--- config.mk ---
export PLATFORM = sky130hd
export DESIGN_NAME = fetch_ctrl
export DESIGN_NICKNAME = d
export VERILOG_FILES = /design/src/rtl/fetch_ctrl.sv
export SDC_FILE = /design/constraint.sdc
export NUM_CORES = 1
export LEC_CHECK = 0
export BUFFER_PORTS_ARGS = -buffer_cell sky130_fd_sc_hd__buf_2
export CAP_MARGIN = 20
export CELL_PAD_IN_SITES_DETAIL_PLACEMENT = 1
export CELL_PAD_IN_SITES_GLOBAL_PLACEMENT = 1
export CORE_AREA = 5 5 99 101
export DETAILED_ROUTE_END_ITERATION = 10
export DIE_AREA = 0 0 104 106
export PLACE_DENSITY = 0.83
export SLEW_MARGIN = 0
export SYNTH_ARGS = -nofsm -noshare
export SYNTH_HDL_FRONTEND = slang
export SYNTH_SLANG_ARGS = --single-unit
--- constraint.sdc ---
create_clock -name i_clk -period 4.6 [get_ports i_clk]
set_input_delay 0.46 -clock i_clk [delete_from_list [all_inputs] [get_ports i_clk]]
set_output_delay 0.46 -clock i_clk [all_outputs]
set_load 0.005 [all_outputs]
--- src/rtl/fetch_ctrl.sv ---
// Fetch-stage sequencer: PC enable/select, imem request/response handshake,
// IF/ID write control, and delivery/wait performance counters.
module fetch_ctrl #(
   parameter int P_WIDTH = 32,
   parameter int P_CNT_W = 32
) (
   input  logic               i_clk,
   input  logic               i_rst,
   input  logic [P_WIDTH-1:0] i_pc,
   input  logic               i_stall,
   input  logic               i_flush,
   output logic               o_pc_en,
   output logic               o_pc_sel,
   output logic               o_imem_req,
   output logic [P_WIDTH-1:0] o_imem_addr,
   input  logic               i_imem_gnt,
   input  logic               i_imem_rvalid,
   output logic               o_imem_rready,
   output logic               o_ifid_en,
   output logic               o_ifid_valid,
   output logic [P_CNT_W-1:0] o_fetch_cnt,
   output logic [P_CNT_W-1:0] o_wait_cnt
);

   typedef enum logic [1:0] {
      S_BOOT,
      S_REQ,
      S_WAIT,
      S_DISCARD
   } state_e;

   state_e state_q, state_d;
   logic [P_CNT_W-1:0] fetch_cnt_q, fetch_cnt_d;
   logic [P_CNT_W-1:0] wait_cnt_q, wait_cnt_d;
   logic deliver;

   always_ff @(posedge i_clk or posedge i_rst) begin
      if (i_rst) begin
         state_q     <= S_BOOT;
         fetch_cnt_q <= '0;
         wait_cnt_q  <= '0;
      end else begin
         state_q     <= state_d;
         fetch_cnt_q <= fetch_cnt_d;
         wait_cnt_q  <= wait_cnt_d;
      end
   end

   always_comb begin
      state_d       = state_q;
      o_pc_en       = 1'b0;
      o_pc_sel      = 1'b0;
      o_imem_req    = 1'b0;
      o_imem_rready = 1'b0;
      o_ifid_en     = 1'b0;
      o_ifid_valid  = 1'b0;
      deliver       = 1'b0;
      if (!i_rst) begin
         unique case (state_q)
            S_BOOT: begin
               state_d = S_REQ;
               if (i_flush) begin
                  o_pc_en  = 1'b1;
                  o_pc_sel = 1'b1;
               end
            end
            S_REQ: begin
               if (i_flush) begin
                  o_pc_en    = 1'b1;
                  o_pc_sel   = 1'b1;
                  o_ifid_en  = 1'b1;
                  // an already-granted request stays visible for its handshake
                  o_imem_req = i_imem_gnt;
                  if (i_imem_gnt) state_d = S_DISCARD;
               end else begin
                  o_imem_req = 1'b1;
                  if (i_imem_gnt) state_d = S_WAIT;
               end
            end
            S_WAIT: begin
               if (i_flush) begin
                  o_pc_en   = 1'b1;
                  o_pc_sel  = 1'b1;
                  o_ifid_en = 1'b1;
                  if (i_imem_rvalid) begin
                     o_imem_rready = 1'b1;
                     state_d       = S_REQ;
                  end else begin
                     state_d = S_DISCARD;
                  end
               end else if (i_imem_rvalid && !i_stall) begin
                  deliver       = 1'b1;
                  o_imem_rready = 1'b1;
                  o_ifid_en     = 1'b1;
                  o_ifid_valid  = 1'b1;
                  o_pc_en       = 1'b1;
                  state_d       = S_REQ;
               end
            end
            S_DISCARD: begin
               o_imem_rready = 1'b1;
               if (i_flush) begin
                  o_pc_en  = 1'b1;
                  o_pc_sel = 1'b1;
               end
               // the dropped response always frees the slot, even on a new flush
               if (i_imem_rvalid) state_d = S_REQ;
            end
            default: state_d = S_BOOT;
         endcase
      end
   end

   always_comb begin
      fetch_cnt_d = fetch_cnt_q;
      wait_cnt_d  = wait_cnt_q;
      if (deliver) fetch_cnt_d = fetch_cnt_q + 1'b1;
      if (state_q == S_WAIT) wait_cnt_d = wait_cnt_q + 1'b1;
   end

   assign o_imem_addr = o_imem_req ? i_pc : '0;
   assign o_fetch_cnt = fetch_cnt_q;
   assign o_wait_cnt  = wait_cnt_q;

endmodule
Word-level counts from Yosys, hierarchy flattened
Index checks and enable logic that the tools add are counted.
- register bits after elaboration: 66
- input port bits: 38
- output and inout port bits: 102
- logic and storage cells: 46
- add/sub/neg operators: 2
- equality and inequality tests: 6
- muxes and demuxes: 28
- bitwise operators: 1
- reductions and logical operators: 6
- operators by type and width (kind ; number):
    32-bit by 1-bit adder with 32-bit output, second input constant ; 2
    32-bit two-way mux ; 1
    1-bit two-way mux ; 16
    2-bit two-way mux ; 7
    2-bit case mux with 4 select lines ; 1
    1-bit case mux with 2 select lines ; 3
    2-bit == test, second input constant ; 2
    2-bit != test, second input constant ; 2
    4-bit AND reduction ; 1
    4-bit OR reduction ; 1
    3-bit != test, second input constant ; 1
    3-bit OR reduction ; 1
    2-bit by 1-bit == test with 1-bit output, second input constant ; 1
    2-bit logical NOT ; 1
    1-bit logical AND ; 1
    1-bit logical NOT ; 1
    1-bit NOT ; 1

Logic depth before layout (Yosys ltp)
Gate-level depths: netlist of run 1.
- word-level depth: 6
- depth in mapped cells: 7
- mapped depth without buffers: 7

Worst setup path after synthesis of run 1
Ideal clock, no wire load.
- path kind: reg-to-output
- start point: reg state_q[1]
- end point: out o_imem_addr[22]
- data arrival time: 1432 ps
- data required time: 4140 ps
- slack: 2708 ps
- cell stages (with the launch flop): 7
- path buffers: 1
- cell sequence: dfrtp_1 > inv_1 > ha_1 > inv_1 > a211oi_1 > clkbuf_1 > and2_1
- longest elaborated chain between the ends: 4
- ends and longest elaborated chain (element ; RTL line ; source):
    start: declaration ; 32 ; state_e state_q, state_d;
    start signal: assignment ; 43 ; state_q <= state_d;
    2-bit by 1-bit == test with 1-bit output ; 59 ; unique case (state_q)
    1-bit two-way mux ; 59 ;
    1-bit two-way mux ; 58 ; if (!i_rst) begin
    net o_imem_req ; 14 ; output logic o_imem_req,
    32-bit two-way mux ; 121 ; assign o_imem_addr = o_imem_req ? i_pc : '0;
    end: declaration ; 15 ; output logic [P_WIDTH-1:0] o_imem_addr,
The timed path passes the listed nets, and every way through them passes these cells.

Worst setup path after layout of run 1
- start point: reg state_q[1]
- end point: out o_imem_addr[21]
- longest elaborated chain between the ends: 4
- ends and longest elaborated chain (element ; RTL line):
    2-bit by 1-bit == test with 1-bit output ; 59
    1-bit two-way mux ; 59
    1-bit two-way mux ; 58
    32-bit two-way mux ; 121
Every way passes these cells.

==> results of run 1 <==
[synthesized netlist by cell type (all sizes together)]
library cell,count,area (um^2)
nand4,16,100
nand3b,1,7.51
o21ai,1,5.00
and3,8,56.3
clkbuf,5,20.0
nor3,7,76.3
xor2,18,158
nand2,21,78.8
buf,3,21.3
or2,2,12.5
a21oi,4,20.0
a211oi,2,15.0
inv,12,45.0
dfrtp,66,1650
o211ai,1,7.51
mux2,3,33.8
and2b,1,8.76
nor2,19,71.3
and4,8,72.6
and2,35,220
nor2b,1,6.26
nand3,23,133
a211o,1,10.0
nor4b,2,32.5
o22ai,1,6.26
ha,6,75.1
xnor2,44,385
[worst max-delay path: stages (launching register included)]
cell      delay (ns)
dfrtp_1         0.43
inv_1           0.08
ha_1            0.15
inv_1           0.09
a211oi_4        0.67
and2_1          0.24
buf_2           0.12
[routing by layer]
layer / vias up / GRT usage [%] / wire length [um]
li1: 1320 / - / -
met1: 1374 / 20.1 / 3710
met2: 126 / 30.3 / 4560
met3: 13 / 5.46 / 714
met4: 0 / 5.00 / 128
met5: - / 0 / 0
[flip-flops by register name, indices dropped and copies added (netlist names)]
| register | count |
|---|---|
| o_fetch_cnt | 32 |
| state_q | 2 |
| o_wait_cnt | 32 |
[area by class of cell]
cell class / instances / share of cell area (%)
clock inverter: 5 / 1.78
tap: 111 / 3.18
multi-input combinational: 225 / 36.8
inverter: 12 / 1.03
sequential: 66 / 37.9
clock buffer: 11 / 3.24
timing repair buffer: 140 / 16.1
[power breakdown]
group,total [uW],switching (uW),internal (uW),leakage [uW]
clock,532,214,318,0.000109
sequential,647,37.0,610,0.000890
combinational,271,142,130,0.00134
total,1450,392,1060,0.00234
[kinds of logic (layout without fill, tap and decap cells)]
| family | count (synthesis) | count (layout) | share of synthesized area (%) |
|---|---|---|---|
| DFF | 66 | 66 | 49.6 |
| xor gates and xnor gates | 62 | 62 | 16.3 |
| AOI/OAI and AO/OA | 10 | 10 | 1.92 |
| adders and majority gates | 6 | 6 | 2.25 |
| and+or+nand+nor | 144 | 144 | 26.3 |
| buffers and inverters | 20 | 168 | 2.59 |
| muxes | 3 | 3 | 1.01 |
[final timing paths]
path / startpoint / endpoint / slack (ns) / depth (start not counted)
worst max register to register: state_q[0] / o_wait_cnt[27] / 2.35 / 7
worst max-delay path: state_q[1] / o_imem_addr[21] / 2.03 / 6
min in group i_clk: o_fetch_cnt[31] / o_fetch_cnt[31] / 0.46 / 1
max in group asynchronous: i_rst / o_wait_cnt[0] / 3.40 / 3
worst min register to register: o_fetch_cnt[31] / o_fetch_cnt[31] / 0.46 / 1
worst min-delay path: i_rst / state_q[1] / 0.27 / 2
[cell usage in the layout, fill, tap and decap left out, types with 2 or more instances in the layout]
master / netlist / final
a21oi_1: 4 / 4
and2_1: 34 / 34
and3_1: 3 / 3
and3_2: 5 / 5
and4_1: 7 / 7
buf_2: 2 / 139
bufinv_16: 0 / 2
clkbuf_8: 0 / 10
clkinv_2: 0 / 2
dfrtp_1: 66 / 66
ha_1: 6 / 6
inv_1: 12 / 11
mux2_2: 3 / 3
nand2_1: 21 / 21
nand3_1: 21 / 21
nand4_1: 16 / 16
nor2_1: 19 / 19
nor3_2: 6 / 6
xnor2_1: 44 / 44
xor2_1: 18 / 18
[per-stage QoR]
| step | total power, uW | hold slack, ns | std cells | cell area [um^2] | util, % |
|---|---|---|---|---|---|
| floorplan | 803 | 0.465 | 311 | 3330 | - |
| global placement | 919 | 0.458 | 554 | 4140 | 46.3 |
| detailed placement | 934 | 0.468 | 554 | 4140 | 46.3 |
| CTS | 1480 | 0.272 | 570 | 4350 | 48.7 |
| global route | 1550 | 0.322 | 570 | 4360 | 48.8 |
| finish | 1450 | 0.269 | 570 | 4360 | 48.8 |
==> results.json, run 1 <==
{
  "multiInputGateArea_um2": 1600,
  "crit_type": "reg2out",
  "layout_setup_ws_ns": 2.03,
  "critPathRequiredTime_ns": 4.14,
  "ir_worst_vdd_uv": 155,
  "fmax_mhz": 389,
  "grt_pass1_vias": 3175,
  "drt_iter0_drc": 59,
  "grt_max_degree": 42,
  "path_max_fanout": 33,
  "drive_above_1_share_pct": 39.2,
  "rows": 35,
  "cts_buffers": 9,
  "yosys_warnings": 0,
  "viasPerCell": 4.97,
  "initial_core_util_pct": 37.3,
  "max_cap_viol_count": 0,
  "n_antenna_cell": 0,
  "timing.final.crit_share_pct": 55.9,
  "maxSlewViolCount": 0,
  "dp_hpwl_um": 7240,
  "setup_tns_ns": 0,
  "setup_viol": 0,
  "fillers": 1047,
  "rsz0062_at_grt": "no",
  "path_clk_slew_ns": 0.07,
  "fin_skew_ns": 0.00603,
  "post-cts-setup-buffers": 0,
  "hold_violations": 0,
  "cts_htree_levels": 3,
  "fin_nets": 498,
  "synth_seq_area_share_pct": 49.6,
  "netlist_instances": 311,
  "cts_root_buf": "clkbuf_8",
  "ctsResizeCount": 0,
  "syn_area_per_cell_um2": 10.7,
  "p_leak_uw": 0.00234,
  "power_density_nw_per_um2": 333,
  "worst_pin_slew_ns": 0.839,
  "grt.overflow.total": 0,
  "io-pin-count": 140,
  "wl_per_cell_um": 16.0,
  "die_x_um": 104,
  "cp-start-kind": "flip-flop",
  "ant_nets": 0,
  "endpoint_kind": "output port",
  "portBuffers": 139,
  "syn_to_final_growth_pct": 31.0,
  "status": "complete, no violations",
  "insertion_delay_ns": 0.33,
  "grt_usage_pct": 17.2,
  "drt-total-wl_um": 9110,
  "cts_tree": "yes",
  "drc": 0,
  "min_period_ns": 2.57,
  "synth_nets": 355,
  "syn_area_um2": 3330,
  "synthDistinctLibCells": 37,
  "synth_seq_cells": 66,
  "worstPathArrival_ns": 2.11,
  "die_area_um2": 11000,
  "place_ws_ns": 2.00,
  "cts_sinks": 66,
  "die_height_um": 106,
  "antenna_found_initial": 0,
  "gp_congestion": 0.878,
  "slew_headroom_pct": 43.9,
  "grt_first_pass_wirelength_um": 15600,
  "layout.area.seq_um2": 1650,
  "core_um2": 8930,
  "dr.pass1.iters": 4,
  "cts-hold-fix-buffers": 0,
  "clockBufferDepth": 2,
  "worstHoldPathType": "in2async",
  "vias": 2833
}
Power figures use the tool's default switching activity.
==> run 2, diff against run 1 <==
- CORE_AREA: 5 5 99 101 -> 5 5 109 111
- DIE_AREA: 0 0 104 106 -> 0 0 114 116
- PLACE_DENSITY: 0.83 -> 0.73
- clock period: 4.6 -> 2.3 ns (I/O delays scaled with it)
==> run 2 against run 1 <==
Cell area grew 1.1%. Cell count grew 5.6%. First-iteration DRC count grew 31%. Clock-buffer cell count grew 3. Clock power grew 85%. Via count shrank 2.0%. Critical path type unchanged. Largest cell class unchanged. Highest routed layer unchanged.
==> results.json, run 2 (synthesis results as in run 1) <==
{
  "drive_above_1_share_pct": 39.2,
  "insertion_delay_ns": 0.34,
  "grt_use_met3_pct": 4.54,
  "endpoint_kind": "output port",
  "drc": 0,
  "die_x_um": 114,
  "core_um2": 10700,
  "worstHoldPathType": "in2async",
  "grt.overflow.total": 0,
  "cp_slowest_cell": "dfrtp_1",
  "fin_total_pwr_uw": 2840,
  "io-pin-count": 140,
  "cts-hold-fix-buffers": 0,
  "fin_nets": 501,
  "rrSetupSlack_ns": 0.24,
  "viasPerCell": 4.61,
  "cts_root_buf": "clkbuf_8",
  "cp_slowest_stage_delay_ns": 0.40,
  "ir_worst_vdd_uv": 272,
  "critical-path-top-delay-family": "buffers and inverters",
  "cts_htree_levels": 3,
  "setup_viol": 0,
  "grt_first_pass_wirelength_um": 15100,
  "busiest_layer": "met2",
  "die_area_um2": 13200,
  "path_max_fanout": 7,
  "cellInternalPower_uw": 2060,
  "grt_use_met1_pct": 17.7,
  "ant_nets": 0,
  "path_clk_slew_ns": 0.06,
  "grt_pass1_vias": 3024,
  "fmax_mhz": 476,
  "path_cells": "inv_1 -> ha_1 -> buf_4 -> o21ai_0 -> a211oi_1 -> buf_2",
  "vias": 2776,
  "grt_usage_pct": 14.2,
  "setup_tns_ns": 0,
  "status": "complete, no violations",
  "swShare_pct": 27.7,
  "syn_to_final_growth_pct": 32.4,
  "max_cap_viol_count": 0,
  "critPathRequiredTime_ns": 2.07,
  "comb_power_share_pct": 19.8,
  "wl_per_cell_um": 14.7,
  "min_period_ns": 2.10,
  "rows": 38,
  "use_met2_pct": 22.6,
  "drt_iter0_drc": 77,
  "cts_buffers": 9,
  "gp_congestion": 0.759,
  "grt_max_degree": 67,
  "rsz0062_at_grt": "no",
  "timing.final.crit_share_pct": 91.4,
  "n_antenna_cell": 0,
  "cp_num_buf_inv": 3,
  "antenna_found_initial": 0,
  "p_leak_uw": 0.00235,
  "maxSlewViolCount": 0,
  "initial_core_util_pct": 31.1,
  "drt-total-wl_um": 8820,
  "worst_pin_slew_ns": 0.397,
  "power_density_nw_per_um2": 645,
  "dp_hpwl_um": 6900,
  "power_frac_clock_pct": 34.7,
  "switchingPower_uw": 786,
  "die_height_um": 116,
  "portBuffers": 139,
  "final_common_cell": "buf_2",
  "fillers": 1291,
  "cts_tree": "yes",
  "r2r_cells": 7,
  "clockBufferDepth": 2,
  "layout_common_cells": "139 x buf_2, 66 x dfrtp_1, 44 x xnor2_1",
  "r2r-start": "state_q[0]",
  "slew_headroom_pct": 73.4,
  "p_seq_share_pct": 45.5,
  "fin_skew_ns": 0.0108,
  "cts_sinks": 66,
  "crit_type": "reg2out",
  "cp-start-kind": "flip-flop",
  "hold_violations": 0,
  "dr.pass1.iters": 4,
  "worstPathArrival_ns": 1.87,
  "r2r-end": "o_wait_cnt[29]"
}
run 2: worst min-delay path: stages:
cell	delay [ns]
buf_2	0.16
inv_2	0.08
buf_12	0.29
run 2: how the worst max path moves through the flow:
| stage | slack, ns | cells after the start | startpoint | end |
|---|---|---|---|---|
| 2_1_floorplan | 0.24 | 2 | i_rst | o_fetch_cnt[0] |
| 3_3_place_gp | 0.38 | 7 | state_q[0] | o_fetch_cnt[29] |
| 3_5_place_dp | 0.23 | 7 | state_q[0] | o_fetch_cnt[29] |
| 4_1_cts | 0.14 | 7 | state_q[1] | o_imem_addr[9] |
| 5_1_grt | 0.05 | 6 | state_q[0] | o_ifid_en |
| 6_report | 0.20 | 6 | state_q[0] | o_ifid_en |
run 2: layer usage:
metal | part of all wire, % | vias to the layer above
met5 | 0 | -
met4 | 1.8 | 0
met3 | 9.3 | 10
met2 | 45 | 115
met1 | 43 | 1323
li1 | - | 1328
run 2: final cells by class:
class	count	area, um^2	share of cell area [%]
flip-flops and latches	66	1650	37.5
multi-input cells	225	1600	36.2
repair buffers	143	742	16.8
well taps	140	175	3.97
clock buffers	14	163	3.69
inverters	12	45.0	1.02
clock inverters	2	35.0	0.795
run 2: metrics by stage:
step	util (%)	setup WS (ns)	area, um^2	hold slack [ns]	instances
after floorplan	-	0.240	3330	0.446	311
after global placement	39.3	0.376	4210	0.429	586
after CTS	41.2	0.140	4400	0.0539	602
after global routing	41.2	0.0456	4410	0.0856	602
final	41.2	0.197	4410	0.0408	602
after detailed placement	39.3	0.226	4210	0.437	586
run 2: power by group through the flow:
| stage | registers [uW] | clock network [uW] | logic, uW |
|---|---|---|---|
| final | 1290 | 986 | 562 |
| after global routing | 1310 | 1090 | 652 |
| after CTS | 1300 | 1030 | 573 |
| after detailed placement | 1320 | 0 | 568 |
| after global placement | 1310 | 0 | 552 |
| after floorplan | 1300 | 0 | 303 |
run 2: what timing repair did:
item,4_1_cts,5_1_grt
resized for setup,0,1
endpoints found under the setup margin,0,1
buffers inserted,0,0
==> run 3, diff against run 2 <==
--- a/config.mk
+++ b/config.mk
@@ -7,2 +7,3 @@
 export LEC_CHECK = 0
+export ABC_AREA = 1
 export BUFFER_PORTS_ARGS = -buffer_cell sky130_fd_sc_hd__buf_2
@@ -11,6 +12,6 @@
 export CELL_PAD_IN_SITES_GLOBAL_PLACEMENT = 1
-export CORE_AREA = 5 5 109 111
+export CORE_AREA = 5 5 118 120
 export DETAILED_ROUTE_END_ITERATION = 10
-export DIE_AREA = 0 0 114 116
-export PLACE_DENSITY = 0.73
+export DIE_AREA = 0 0 123 125
+export PLACE_DENSITY = 0.74
 export SLEW_MARGIN = 0
==> constraint.sdc (replaced) <==
create_clock -name i_clk -period 2.3 [get_ports i_clk]
set_input_delay 0.115 -clock i_clk [delete_from_list [all_inputs] [get_ports i_clk]]
set_output_delay 0.115 -clock i_clk [all_outputs]
set_load 0.005 [all_outputs]
==> run 3 against run 2 <==
Critical path depth up 2. Register-to-register slack better by 0.14 ns. Global-route usage up 2.4 points. Core utilization down 1.0 points. Combinational power up 20%. Cell area up 17%. Non-clock buffer count up 2. Synthesized area up 18%. Cell count up 41%. Sequential cell count unchanged. Maximum frequency down 0.86%. Hold slack better by 0.15 ns. Critical path type unchanged.
==> results.json, run 3 <==
{
  "timing.final.crit_share_pct": 92.2,
  "rrSetupSlack_ns": 0.38,
  "die_x_um": 123,
  "rows": 42,
  "yosys_warnings": 0,
  "netlist_instances": 518,
  "worstHoldPathType": "in2async",
  "synth_edf_count": 0,
  "status": "complete, no violations",
  "fin_skew_ns": 0.00558,
  "endpoint_kind": "output port",
  "dp_hpwl_um": 9970,
  "slew_headroom_pct": 42.2,
  "n_antenna_cell": 0,
  "max_cap_viol_count": 0,
  "fin_nets": 714,
  "die_height_um": 125,
  "grt_first_pass_wirelength_um": 20600,
  "syn_to_final_growth_pct": 31.2,
  "place_inst": 830,
  "synth_nets": 562,
  "crit_type": "reg2out",
  "drive_above_1_share_pct": 28.7,
  "cp-start-kind": "flip-flop",
  "use_met2_pct": 29.1,
  "synth.largest_area_cell": "dfrtp_1",
  "synth_seq_area_share_pct": 41.9,
  "clockBufferDepth": 2,
  "worst_pin_slew_ns": 0.866,
  "drt-total-wl_um": 12700,
  "grt_use_met3_pct": 4.02,
  "viasPerCell": 4.61,
  "fmax_mhz": 472,
  "initial_core_util_pct": 30.6,
  "cp_num_buf_inv": 5,
  "ir_worst_vdd_uv": 321,
  "fin_util_pct": 40.2,
  "async_reset_ff_share_pct": 100,
  "cts_sinks": 66,
  "setup_tns_ns": 0,
  "critPathRequiredTime_ns": 2.18,
  "cp_slowest_cell": "dfrtp_1",
  "p_leak_uw": 0.00285,
  "hold_violations": 0,
  "path_common_cell": "inv_1",
  "cts_root_buf": "clkbuf_16",
  "placed_cell_area_um2": 4840,
  "cp.depth": 8,
  "cts_htree_levels": 3,
  "grt_usage_pct": 16.6,
  "layout_common_cells": "139 x buf_2, 127 x nand2_1, 84 x nor2_1",
  "maxSlewViolCount": 0,
  "grt_max_degree": 67,
  "synthDistinctLibCells": 32,
  "gp_congestion": 0.831,
  "r2r_cells": 10,
  "synth_area_leaders": "dfrtp_1 42%, nand2_1 12%, nor2_1 8.0%, inv_1 7.4%, xnor2_1 4.9%",
  "portBuffers": 139,
  "critical-path-top-delay-family": "buffers and inverters",
  "io-pin-count": 140,
  "netlist_top_cells_count": "127 x nand2_1, 84 x nor2_1, 78 x inv_1, 66 x dfrtp_1, 28 x nand3_1",
  "final_common_cell": "buf_2",
  "vias": 3926,
  "min_period_ns": 2.12,
  "synth_most_common_cell": "nand2_1",
  "busiest_layer": "met2",
  "core_um2": 12900,
  "wl_per_cell_um": 14.9,
  "insertion_delay_ns": 0.33,
  "syn_area_per_cell_um2": 7.61,
  "grt_use_met1_pct": 19.7,
  "design_area_um2": 5170,
  "worstPathArrival_ns": 2.01,
  "die_area_um2": 15400,
  "cts-hold-fix-buffers": 0,
  "layout.cells.non_filler": 851,
  "grt_pass1_vias": 4078,
  "drt_iter0_drc": 114,
  "path_max_fanout": 12,
  "path_clk_slew_ns": 0.05,
  "setup_viol": 0,
  "antenna_found_initial": 0,
  "synth_seq_cells": 66,
  "grt.overflow.total": 0,
  "power_density_nw_per_um2": 640,
  "cp_slowest_stage_delay_ns": 0.41,
  "cts_buffers": 9,
  "cts_tree": "yes",
  "synthFlopType": "dfrtp_1",
  "ant_nets": 0,
  "drc": 0,
  "syn_area_um2": 3940,
  "synth_top_area_share_pct": 41.9,
  "dr.pass1.iters": 4,
  "path_cells": "inv_1 -> ha_1 -> inv_1 -> nor3_4 -> clkinvlp_4 -> buf_4 -> nor2_1 -> buf_2"
}
## run 3: cell types whose count changed after synthesis, moves of 5 or more
cell,before,now
inv_1,12,78
xnor2_1,44,22
nor2_2,0,6
nor2_1,19,84
and2_1,34,2
nand2_2,0,7
o21ai_0,1,6
and4_1,7,0
nor3_2,6,1
nor2_4,0,7
nand3_1,21,28
nand2_1,21,127
nor3_1,0,10
and3_2,5,0
## run 3: logic make-up after synthesis
logic type               Yosys count  synth area share, %
adder cells (fa/ha/maj)            6                 1.90
XOR/XNOR                          43                 9.55
flip-flops                        66                 41.9
buffers and inverters             87                 8.82
AND/OR/NAND/NOR                  303                 36.1
AO/OA/AOI/OAI                     13                 1.75
## run 3: per-stage QoR
step           power (uW)  setup WS [ns]  hold WS (ns)
2_1_floorplan        1670          0.502         0.258
4_1_cts              3300         0.0364         0.208
6_report             3310          0.179         0.195
3_5_place_dp         1970          0.375         0.493
5_1_grt              3500       -0.00861         0.264
3_3_place_gp         1930          0.493         0.489
## run 3: worst paths after layout
| check | startpoint | endpoint |
|---|---|---|
| min reg2reg | o_wait_cnt[30] | o_wait_cnt[30] |
| max | state_q[1] | o_imem_addr[2] |
| max in group asynchronous | i_rst | o_fetch_cnt[26] |
| min in group i_clk | i_imem_rvalid | state_q[1] |
| max reg2reg | state_q[0] | o_fetch_cnt[20] |
| min | i_rst | o_wait_cnt[1] |
## run 3: what timing repair did
item,in CTS,in global routing
buffers inserted,0,4
endpoints found under the hold margin,0,0
endpoints found under the setup margin,0,32
gates resized for setup,0,4
## run 3: final cells by class
cell class                      instances  area, um^2
Clock buffer                           14         274
Clock inverter                          2        10.0
Fill cell                            1619        7700
Inverter                               82         314
Multi-Input combinational cell        365        1960
Sequential cell                        66        1650
Tap cell                              176         220
Timing Repair Buffer                  145         741
Timing Repair inverter                  1        7.51
## run 3: worst min-delay path, cell delays in order
cell and delay [ns]:
buf_2 0.15, inv_2 0.10, buf_4 0.70
## run 3: routing by layer
metal | wire length, um | vias to the layer above | part of all wire [%]
li1 | - | 1905 | -
met1 | 5200 | 1890 | 41
met2 | 6310 | 115 | 50
met3 | 978 | 16 | 7.7
met4 | 221 | 0 | 1.7
met5 | 0 | - | 0
## run 3: power by group
group,total [uW],internal (uW),switching (uW),leakage [uW]
sequential,1320,1230,89.0,0.000913
combinational,674,278,396,0.00179
clock,1320,815,501,0.000143
total,3310,2320,986,0.00285
